$ cat src/rtl/i2c_init_seq.sv
// Register-initialisation sequencer: walks a ROM table and drives the I2C byte controller.
// Build option: define I2C_INIT_VERIFY_EN to perform READ_CHECK reads and compare the result.
module i2c_init_seq #(
  parameter int unsigned CLK_DIV   = 64,
  parameter int unsigned TBL_AW    = 6,
  parameter logic [6:0]  DEV_ADDR  = 7'h50,
  parameter int unsigned WR_LEN    = 3,
  parameter int unsigned RD_LEN    = 2,
  parameter int unsigned MAX_RETRY = 3
) (
  input  logic              clk,
  input  logic              arst_n,
  input  logic              go,
  output logic              busy,
  output logic              done,
  output logic              err,
  output logic [TBL_AW-1:0] err_idx,
  output logic [TBL_AW-1:0] tbl_addr,
  input  logic [23:0]       tbl_data,
  output logic              i2c_strobe,
  output logic              i2c_enable,
  output logic [6:0]        i2c_addr,
  output logic              reg_rdwr,
  output logic [7:0]        reg_addr,
  output logic [4:0]        reg_len,
  output logic [7:0]        reg_wrdata,
  input  logic [7:0]        reg_rddata,
  input  logic              reg_done,
  input  logic              i2c_ack
);

  localparam logic [15:0] CntLast = 16'(CLK_DIV - 1);
  localparam int unsigned RetryW  = (MAX_RETRY > 0) ? $clog2(MAX_RETRY + 1) : 1;
  localparam logic [RetryW-1:0] MaxRetry = RetryW'(MAX_RETRY);

  typedef enum logic [3:0] {
    StIdle, StFetch, StDecode, StIssue, StWait, StCheck, StDelay, StDone, StErr
  } state_e;

  typedef enum logic [1:0] {OpWrite, OpRead, OpDelay, OpEnd} op_e;

  // Strobe generator: free-running, independent of the sequencer
  logic [15:0] cnt_q;

  always_ff @(posedge clk or negedge arst_n) begin
    if (!arst_n) begin
      cnt_q <= '0;
    end else if (cnt_q == CntLast) begin
      cnt_q <= '0;
    end else begin
      cnt_q <= cnt_q + 16'd1;
    end
  end

  assign i2c_strobe = (cnt_q == CntLast);

  state_e            state_q, state_d;
  logic [TBL_AW-1:0] idx_q, idx_d;
  logic [15:0]       field_q, field_d;
  logic              rdwr_q, rdwr_d;
  logic [4:0]        len_q, len_d;
  logic              en_q, en_d;
  logic [RetryW-1:0] retry_q, retry_d;
  logic [15:0]       dly_q, dly_d;
  logic              busy_q, busy_d;
  logic              done_q, done_d;
  logic              err_q, err_d;
  logic [TBL_AW-1:0] err_idx_q, err_idx_d;
  logic              ack_q, ack_d;
  logic              advance;
  op_e               tbl_op;

  assign tbl_op = op_e'(tbl_data[23:22]);

`ifdef I2C_INIT_VERIFY_EN
  op_e        op_q, op_d;
  logic [7:0] rd_q, rd_d;
  logic       unused_tbl;

  assign unused_tbl = ^tbl_data[21:16];

  always_ff @(posedge clk or negedge arst_n) begin
    if (!arst_n) begin
      op_q <= OpWrite;
      rd_q <= '0;
    end else begin
      op_q <= op_d;
      rd_q <= rd_d;
    end
  end
`else
  logic unused_tbl;

  assign unused_tbl = ^{tbl_data[21:16], reg_rddata};
`endif

  always_ff @(posedge clk or negedge arst_n) begin
    if (!arst_n) begin
      state_q   <= StIdle;
      idx_q     <= '0;
      field_q   <= '0;
      rdwr_q    <= 1'b0;
      len_q     <= '0;
      en_q      <= 1'b0;
      retry_q   <= '0;
      dly_q     <= '0;
      busy_q    <= 1'b0;
      done_q    <= 1'b0;
      err_q     <= 1'b0;
      err_idx_q <= '0;
      ack_q     <= 1'b0;
    end else begin
      state_q   <= state_d;
      idx_q     <= idx_d;
      field_q   <= field_d;
      rdwr_q    <= rdwr_d;
      len_q     <= len_d;
      en_q      <= en_d;
      retry_q   <= retry_d;
      dly_q     <= dly_d;
      busy_q    <= busy_d;
      done_q    <= done_d;
      err_q     <= err_d;
      err_idx_q <= err_idx_d;
      ack_q     <= ack_d;
    end
  end

  always_comb begin
    state_d   = state_q;
    idx_d     = idx_q;
    field_d   = field_q;
    rdwr_d    = rdwr_q;
    len_d     = len_q;
    en_d      = en_q;
    retry_d   = retry_q;
    dly_d     = dly_q;
    busy_d    = busy_q;
    done_d    = done_q;
    err_d     = err_q;
    err_idx_d = err_idx_q;
    ack_d     = ack_q;
    advance   = 1'b0;
`ifdef I2C_INIT_VERIFY_EN
    op_d      = op_q;
    rd_d      = rd_q;
`endif

    unique case (state_q)
      StIdle: begin
        if (go) begin
          done_d    = 1'b0;
          err_d     = 1'b0;
          err_idx_d = '0;
          idx_d     = '0;
          retry_d   = '0;
          busy_d    = 1'b1;
          state_d   = StFetch;
        end
      end
      StFetch: state_d = StDecode;
      StDecode: begin
        field_d = tbl_data[15:0];
        retry_d = '0;
`ifdef I2C_INIT_VERIFY_EN
        op_d    = tbl_op;
`endif
        unique case (tbl_op)
          OpWrite: begin
            rdwr_d  = 1'b0;
            len_d   = 5'(WR_LEN);
            state_d = StIssue;
          end
          OpRead: begin
`ifdef I2C_INIT_VERIFY_EN
            rdwr_d  = 1'b1;
            len_d   = 5'(RD_LEN);
            state_d = StIssue;
`else
            advance = 1'b1;
`endif
          end
          OpDelay: begin
            dly_d   = tbl_data[15:0];
            state_d = StDelay;
          end
          OpEnd: state_d = StDone;
        endcase
      end
      StIssue: begin
        en_d    = 1'b1;
        state_d = StWait;
      end
      StWait: begin
        // Response is captured here; reg_done/ack may change before CHECK acts
        if (reg_done) begin
          en_d    = 1'b0;
          ack_d   = i2c_ack;
`ifdef I2C_INIT_VERIFY_EN
          rd_d    = reg_rddata;
`endif
          state_d = StCheck;
        end
      end
      StCheck: begin
        // Hold off until the controller has released reg_done
        if (!reg_done) begin
          if (ack_q) begin
            if (retry_q < MaxRetry) begin
              retry_d = retry_q + RetryW'(1);
              state_d = StIssue;
            end else begin
              err_idx_d = idx_q;
              state_d   = StErr;
            end
          end
`ifdef I2C_INIT_VERIFY_EN
          else if (op_q == OpRead && rd_q != field_q[7:0]) begin
            err_idx_d = idx_q;
            state_d   = StErr;
          end
`endif
          else begin
            advance = 1'b1;
          end
        end
      end
      StDelay: begin
        if (dly_q == '0) begin
          advance = 1'b1;
        end else if (i2c_strobe) begin
          dly_d = dly_q - 16'd1;
        end
      end
      StDone: begin
        done_d  = 1'b1;
        busy_d  = 1'b0;
        state_d = StIdle;
      end
      StErr: begin
        err_d   = 1'b1;
        busy_d  = 1'b0;
        state_d = StIdle;
      end
      default: state_d = StIdle;
    endcase

    // Running off the end of the table without END is an error
    if (advance) begin
      if (idx_q == '1) begin
        err_idx_d = '1;
        state_d   = StErr;
      end else begin
        idx_d   = idx_q + TBL_AW'(1);
        state_d = StFetch;
      end
    end
  end

  assign busy       = busy_q;
  assign done       = done_q;
  assign err        = err_q;
  assign err_idx    = err_idx_q;
  assign tbl_addr   = idx_q;
  assign i2c_enable = en_q;
  assign i2c_addr   = DEV_ADDR;
  assign reg_rdwr   = rdwr_q;
  assign reg_addr   = field_q[15:8];
  assign reg_len    = len_q;
  assign reg_wrdata = field_q[7:0];

endmodule

$ cat config.mk
export PLATFORM = sky130hd
export DESIGN_NAME = i2c_init_seq
export DESIGN_NICKNAME = d
export VERILOG_FILES = /design/src/rtl/i2c_init_seq.sv
export SDC_FILE = /design/constraint.sdc
export NUM_CORES = 1
export LEC_CHECK = 0
export BUFFER_PORTS_ARGS = -buffer_cell sky130_fd_sc_hd__buf_2
export CORE_ASPECT_RATIO = 0.6
export CORE_MARGIN = 4
export CORE_UTILIZATION = 55
export CTS_BUF_LIST = sky130_fd_sc_hd__clkbuf_8
export DETAILED_ROUTE_END_ITERATION = 10
export PLACE_DENSITY = 0.77
export SYNTH_ARGS = -nofsm -noshare
export SYNTH_HDL_FRONTEND = slang
export SYNTH_SLANG_ARGS = --single-unit
$ cat constraint.sdc
create_clock -name clk -period 4.4 [get_ports clk]
set_input_delay 0.22 -clock clk [delete_from_list [all_inputs] [get_ports clk]]
set_output_delay 0.22 -clock clk [all_outputs]
set_load 0.01 [all_outputs]
# Word-level counts from Yosys, hierarchy flattened

Index checks and enable logic that the tools add are counted.

Flip-flop bits (word level): 72
Bits in latches: 0
Memory bits (writable): 0
Bits in read-only memories: 0
Output and inout port bits: 46
Memories kept: 0

Add/subtract/negate cells: 4
Multipliers: 0
Div/mod/pow operators: 0
Order comparisons: 1
Equal/unequal tests: 27
Shift operators: 0
Multiplexer cells: 42
Bitwise logic cells: 0
Reduce and logical (&&, ||, !) cells: 19

Operators by type and width:

| cell                    | count |
|---|---|
| $mux W16                | 4 |
| $mux W6                 | 10 |
| $pmux W16 S2            | 1 |
| $mux W4                 | 7 |
| $pmux W4 S7             | 1 |
| $add A16 B1 Y16 const B | 1 |
| $eq A16 B6 Y1 const B   | 1 |
| $eq A4 B3 Y1 const B    | 4 |
| $logic_not A16 Y1       | 1 |
| $ne A2 B2 Y1 const B    | 8 |
| $sub A16 B1 Y16 const B | 1 |
| $ne A3 B3 Y1 const B    | 4 |
| $pmux W4 S3             | 1 |
| $pmux W6 S2             | 1 |
| $reduce_and A2 Y1       | 6 |
| $reduce_bool A2 Y1      | 5 |
| $eq A4 B2 Y1 const B    | 2 |
| $mux W2                 | 4 |
| $pmux W1 S2             | 4 |
| $mux W1                 | 7 |
| $add A6 B1 Y6 const B   | 1 |
| $eq A6 B6 Y1 const B    | 1 |
| $pmux W2 S3             | 1 |
| $reduce_and A6 Y1       | 1 |
| other kinds (15)        | 16 |

# Longest topological paths before layout

Gate-level depths: netlist (run 1).

Depth after elaboration: 7
Mapped depth: 7
Gate-level depth less buffers: 7

# Worst setup path before layout (run 1)

OpenSTA, ideal clock, no wires.

Path kind: reg-to-reg
From: reg dly_q[8]
To: reg idx_q[2], in the netlist tbl_addr[2]
Library setup time: 0.124 ns
Data arrival time: 1.972 ns
Required time: 4.276 ns
Setup slack: 2.304 ns
Cell stages (with the launch flop): 6
Buffers on the path: 0
Period minus slack after synthesis: 2.096 ns
Cells stage by stage: dfrtp_1 > or4_4 > nor4_4 > a21boi_2 > mux2_4 > a211o_1

Longest elaborated chain between the ends: 4

Ends and longest elaborated chain:

| item                   | RTL line | RTL |
|---|---|---|
| start, declared        | 64       | `logic [15:0] dly_q, dly_d;` |
| start signal, assigned | 120      | `dly_q <= dly_d;` |
| $logic_not A16 Y1      | 229      | `if (dly_q == '0) begin` |
| $mux W1                | 229      |  |
| $pmux W1 S3            | 149      | `unique case (state_q)` |
| $mux W6                | 249      | `if (advance) begin` |
| net idx_d[2]           | 58       | `logic [TBL_AW-1:0] idx_q, idx_d;` |
| end signal, assigned   | 114      | `idx_q <= idx_d;` |
| end, declared          | 58       |  |

The timed path passes the listed nets, and every way through them passes these cells.
A chain may end at the register's enable or synchronous reset.

# Worst setup path after layout (run 1)

From: reg state_q[0]
To: reg dly_q[2]

Longest elaborated chain between the ends: 3
Elaborated cells on any way between the ends: 8

Ends and longest elaborated chain:

| item                                                  | RTL line | RTL |
|---|---|---|
| start, declared                                       | 57       | `state_e state_q, state_d;` |
| start signal, assigned                                | 99       | `state_q <= StIdle;` |
| start signal, assigned                                | 113      | `state_q <= state_d;` |
| $eq A4 B2 Y1 / $eq A4 B3 Y1 (equally long branches)   | 149      |  |
| $ne A2 B1 Y1 (no source line) (tied with other cells) | --       |  |
| $reduce_and A4 Y1 (no source line)                    | --       |  |

Several ways; a longest one is shown, not always the timed one.

==> results.toml, run 1 <==
[run_status]
status = "finished clean"

[synth]
postSynthCellCount = 396
ys_warn_count = 0
synth.ff_latch_count = 72
synth_area_um2 = 3837
ys_types = 62
synthArstFlopShare_pct = 100.0
synth-seq-area-share_pct = 46.95
synth_edf_count = 0
yosys_most_used_dff = "dfrtp_1"
syn_area_per_cell_um2 = 9.690

[critical_path]
start_kind = "flip-flop"
end_kind = "flip-flop"
crit_required_ps = 4640
cp_max_fo = 15
cp_data_arrival_time_ps = 3190
critPathKind = "reg -> reg"
reg2reg_from = "state_q[0]$_DFFE_PN0P_"
cp-startpoint = "state_q[0]$_DFFE_PN0P_"

[clock_tree]
postCtsHoldBufs = 1
tritoncts = "built"
numCtsBuffers = 9
clockBufferDepth = 2
root_buffer = "clkbuf_8"
postCtsSetupRepairBufs = 0
htree_levels = 3
path_clk_slew_ps = 70
clock_sinks = 72
ctsResizeCount = 0
clkLatencyLatePin_ps = 350

[floorplan]
rows = 23
fp.coreArea_um2 = 6734
die_height_um = 72.70
die_area_um2 = 8421
die_w_um = 115.8
start_util_pct = 56.99
pin_count = 83

[pwr]
leakage_nw = 1.965
power_mw = 2.387
powerDensity_nw_per_um2 = 552.7
peakVddDrop_mv = 0.3794

[cells_and_area]
n_antenna_cell = 0
fin_cells = 537
area_growth_pct = 12.52
num-fill-cells = 556
fin_util_pct = 64.12
nets = 490
layout_commonest_cell = "dfrtp_1"
final_cell_mix = "dfrtp_1 (72), buf_2 (57), nand2_1 (40)"
drive_above_1_share_pct = 22.44

[global_route]
grt_max_degree = 38
grt_pass1_vias = 2854
grt_overflow = 0
track_usage_pct = 22.22
antenna_found_initial = 0
grt_pass1_wl_um = 14410

[timing]
slew_headroom_pct = 45.96
rsz0062_at_grt = "no"
max_clock_freq_ghz = 0.3392
fin_worst_skew_ps = 5.564
worst_slack_ps = 1452
setup_viol = 0
period_share_pct = 67.00
tns_ps = 0
tightestPinTransition_ps = 810.6
min_period_ps = 2948
drv_slew = 0
finalHoldViolCount = 0

[placement]
io_buffer_count = 57
place_ws_ps = 1489
place.gp.congestion = 0.9285
hpwlAfterDp_um = 6424
dpl.cell_count = 523

[drt]
drt-vias-per-instance = 5.953
dr.pass1.iters = 5
wire_per_inst_um = 16.39
vias = 3197
wl_um = 8800
antenna_left = 0
drt_drc_violations_left = 0
drt_iter0_drc = 266

[flow_run]
drv_cap = 0

[hold_path]
hp-class = "in -> reg"
holdCritStartpoint = "tbl_data[23]"
==> registers in the layout, summed over array words and instances (netlist names) <==
register	flops
ack_q	1
busy	1
cnt_q	16
dly_q	16
done	1
err	1
err_idx	6
field_q	16
i2c_enable	1
reg_len	1
retry_q	2
state_q	4
tbl_addr	6
==> report_power, final <==
group          internal [mW]  leakage [nW]  total (mW)  switching (mW)
Sequential             0.864         0.907        1.11           0.246
Clock                  0.223        0.0883       0.445           0.223
Combinational          0.398         0.970       0.832           0.434
Total                   1.48          1.97        2.39           0.902
==> cells in the mapped netlist (all sizes together), types with 3 or more instances <==
master   number  area, um2
nand2        40      150.1
and3          6      37.54
o22ai         6      43.79
buf          16      110.1
ha            5      62.56
mux2         18      206.4
nand2b        5      31.28
o21ai        24      120.1
xnor2         8      70.07
nor2b         5      31.28
a21oi        22      110.1
a31oi        11      68.82
dfrtp        72       1802
clkbuf       14      52.55
a22oi         4      30.03
nand4         4      25.02
a21boi        3      26.27
nor4          6      52.55
xor2          7      61.31
and2          3      18.77
o2bb2ai       5      43.79
o211ai        4      30.03
nor3          8      40.04
inv          13      48.80
nand3        15      75.07
or4           4      33.78
or3           3      18.77
nor2         28      105.1
==> path summary, 6_finish.rpt <==
path	end	slack, ps	cells past startpoint
max	dly_q[2]$_DFFE_PN0P_	1450	5
min	reg_len[0]$_DFFE_PN0P_	100	2
max reg2reg	dly_q[2]$_DFFE_PN0P_	1450	5
min reg2reg	cnt_q[0]$_DFF_PN0_	480	1
max in group asynchronous	field_q[13]$_DFFE_PN0P_	2940	3
min in group asynchronous	cnt_q[10]$_DFF_PN0_	510	2
==> worst max-delay path, stage by stage, from the launching register on <==
cell	delay, ps
dfrtp_1	580
nand4bb_1	690
nor3b_1	490
nand2_1	380
and2_1	430
a22o_1	270
==> through the flow <==
step | area, um2 | hold slack [ps]
after CTS | 4318 | 90.07
final | 4318 | 101.0
after floorplan | 3871 | -75.59
after detailed placement | 4148 | 357.6
after global placement | 4148 | 349.7
after global routing | 4318 | 91.00
==> layer usage <==
metal / vias up / GRT usage [%] / part of all wire (%)
li1: 1518 / - / -
met1: 1534 / 34.26 / 49
met2: 129 / 28.30 / 41
met3: 16 / 8.948 / 8.9
met4: 0 / 6.306 / 1.3
met5: - / 0 / 0
==> cell families after synthesis <==
family / Yosys count / synth area share (%)
fa+ha+maj: 5 / 1.630
compound gates: 98 / 16.53
other cells: 2 / 0.1957
flops: 72 / 46.95
xor+xnor: 15 / 3.424
buf+inv: 43 / 5.510
mux: 20 / 5.901
simple gates: 141 / 19.86
==> layout make-up <==
| cell class | instances | area, um2 | share of cell area (%) |
|---|---|---|---|
| well taps | 87 | 108.9 | 2.521 |
| multi-input cells | 290 | 1873 | 43.38 |
| clock inverters | 2 | 8.758 | 0.2028 |
| flip-flops and latches | 72 | 1802 | 41.73 |
| inverters | 13 | 48.80 | 1.130 |
| clock buffers | 11 | 151.4 | 3.506 |
| repair buffers | 62 | 325.3 | 7.534 |
Power figures use the tool's default switching activity.
==> run 2: changes to the inputs <==
==> constraint.sdc (replaced) <==
create_clock -name clk -period 3.1 [get_ports clk]
set_input_delay 0.155 -clock clk [delete_from_list [all_inputs] [get_ports clk]]
set_output_delay 0.155 -clock clk [all_outputs]
set_load 0.01 [all_outputs]
==> run 2 against run 1 <==
Sequential power rose by 41%. Count of clock-buffer cells in the layout down 1. Clock skew up 8.2 ps. Total power is 50% higher. Routed wire length is 3.0% higher. Worst hold slack worse by 71 ps. Clock power grew 87%.
==> results.toml, run 2 (synthesis results as in run 1) <==
[run_status]
status = "finished clean"

[timing]
tns_ps = 0
slew_headroom_pct = 56.31
fin_worst_skew_ps = 13.74
rsz0062_at_grt = "no"
finalHoldViolCount = 0
drv_slew = 0
hold_ws_ps = 29.59
max_clock_freq_ghz = 0.4085
setup_viol = 0
min_period_ps = 2448
worst_slack_ps = 651.9
tightestPinTransition_ps = 655.3
period_share_pct = 78.97

[clock_tree]
clock_sinks = 72
htree_levels = 3
path_clk_slew_ps = 80
root_buffer = "clkbuf_8"
tritoncts = "built"
clockBufferDepth = 2
clkLatencyLatePin_ps = 360
postCtsSetupRepairBufs = 0
numCtsBuffers = 9

[floorplan]
start_util_pct = 56.99
die_area_um2 = 8421
fp.coreArea_um2 = 6734
die_height_um = 72.70
die_w_um = 115.8
pin_count = 83
rows = 23

[placement]
dpl_cell_area_um2 = 4170
dpl.cell_count = 526
place.gp.congestion = 0.9534
io_buffer_count = 57
hpwlAfterDp_um = 6521
place_ws_ps = 699.5

[global_route]
track_usage_pct = 22.54
grt_overflow = 0
grt_max_degree = 34
antenna_found_initial = 0
grt_pass1_vias = 2931
grt_pass1_wl_um = 14710

[hold_path]
hp-class = "in -> reg"

[drt]
drt_iter0_drc = 228
drt-vias-per-instance = 5.843
wire_per_inst_um = 16.69
antenna_left = 0
drt_drc_violations_left = 0
vias = 3173
dr.pass1.iters = 5
wl_um = 9064

[pwr]
peakVddDrop_mv = 0.5099
p_sw_mw = 1.325
power_mw = 3.588
clockPowerShare_pct = 23.2
powerDensity_nw_per_um2 = 815.3
seq_power_share_pct = 43.8
p_int_mw = 2.263
swShare_pct = 36.93
power_frac_comb_pct = 33.0
leakage_nw = 2.002

[critical_path]
end_kind = "flip-flop"
critPathKind = "reg -> reg"
rrSetupSlack_ps = 650
cp_data_arrival_time_ps = 2700
cp_max_fo = 16
start_kind = "flip-flop"
crit_required_ps = 3350

[flow_run]
drv_cap = 0

[cells_and_area]
multiInputGateArea_um2 = 1873
fin_cells = 543
largest_registers = "cnt_q (16), dly_q (16), field_q (16)"
final_area_um2 = 4400
drive_above_1_share_pct = 23.68
fin_util_pct = 65.35
layout_commonest_cell = "dfrtp_1"
nets = 493
final_cell_mix = "dfrtp_1 (72), buf_2 (57), nand2_1 (40)"
num-fill-cells = 558
n_antenna_cell = 0
area_growth_pct = 14.67
seqCellArea_um2 = 1802
## run 2: cell types whose count changed in the layout (fill, tap and decap cells not counted), sizes merged
| cell | change |
|---|---|
| clkinv | +2 |
| clkbuf | -1 |
| buf | +3 |
| bufinv | +2 |
| inv | -1 |
| clkinvlp | +1 |
## run 2: critical path: stages (launching register included)
cell and delay, ps:
dfrtp_1 670, and4bb_2 330, a22oi_1 140, a21boi_2 550, mux2_4 350, a211o_1 290
## run 2: cell type report
| cell class | count | share of cell area [%] |
|---|---|---|
| multi-input cells | 290 | 42.56 |
| flip-flops and latches | 72 | 40.94 |
| repair buffers | 65 | 7.904 |
| clock buffers | 10 | 3.128 |
| well taps | 87 | 2.474 |
| clock inverters | 6 | 1.877 |
| inverters | 13 | 1.109 |
## run 2: what timing repair did
action / in CTS / in global routing
hold buffers: 1 / 0
endpoints found under the hold margin: 28 / 0
gates resized for setup: 0 / 0
## run 2: power by group through the flow
stage,registers (mW),clock network (mW),logic (mW)
after floorplan,1.53,0,0.810
after global placement,1.55,0,1.14
after detailed placement,1.57,0,1.19
after CTS,1.56,0.850,1.19
after global routing,1.61,0.894,1.32
final,1.57,0.834,1.18
## run 2: final timing paths
check | from | cells after the start | end
max | state_q[1]$_DFFE_PN0P_ | 5 | tbl_addr[2]$_DFF_PN0_
min reg2reg | cnt_q[0]$_DFF_PN0_ | 1 | cnt_q[0]$_DFF_PN0_
max reg2reg | state_q[1]$_DFFE_PN0P_ | 5 | tbl_addr[2]$_DFF_PN0_
min | tbl_data[23] | 2 | reg_len[0]$_DFFE_PN0P_
min in group asynchronous | arst_n | 2 | field_q[7]$_DFFE_PN0P_
max in group asynchronous | arst_n | 3 | err$_DFFE_PN0P_
## run 2: metal layers
| metal | part of all wire, % | track usage (%) | routed length [um] |
|---|---|---|---|
| met5 | 0 | 0 | 0 |
| met4 | 1.8 | 8.108 | 159 |
| met3 | 9.5 | 7.125 | 865 |
| met2 | 40 | 30.02 | 3656 |
| met1 | 48 | 34.23 | 4383 |
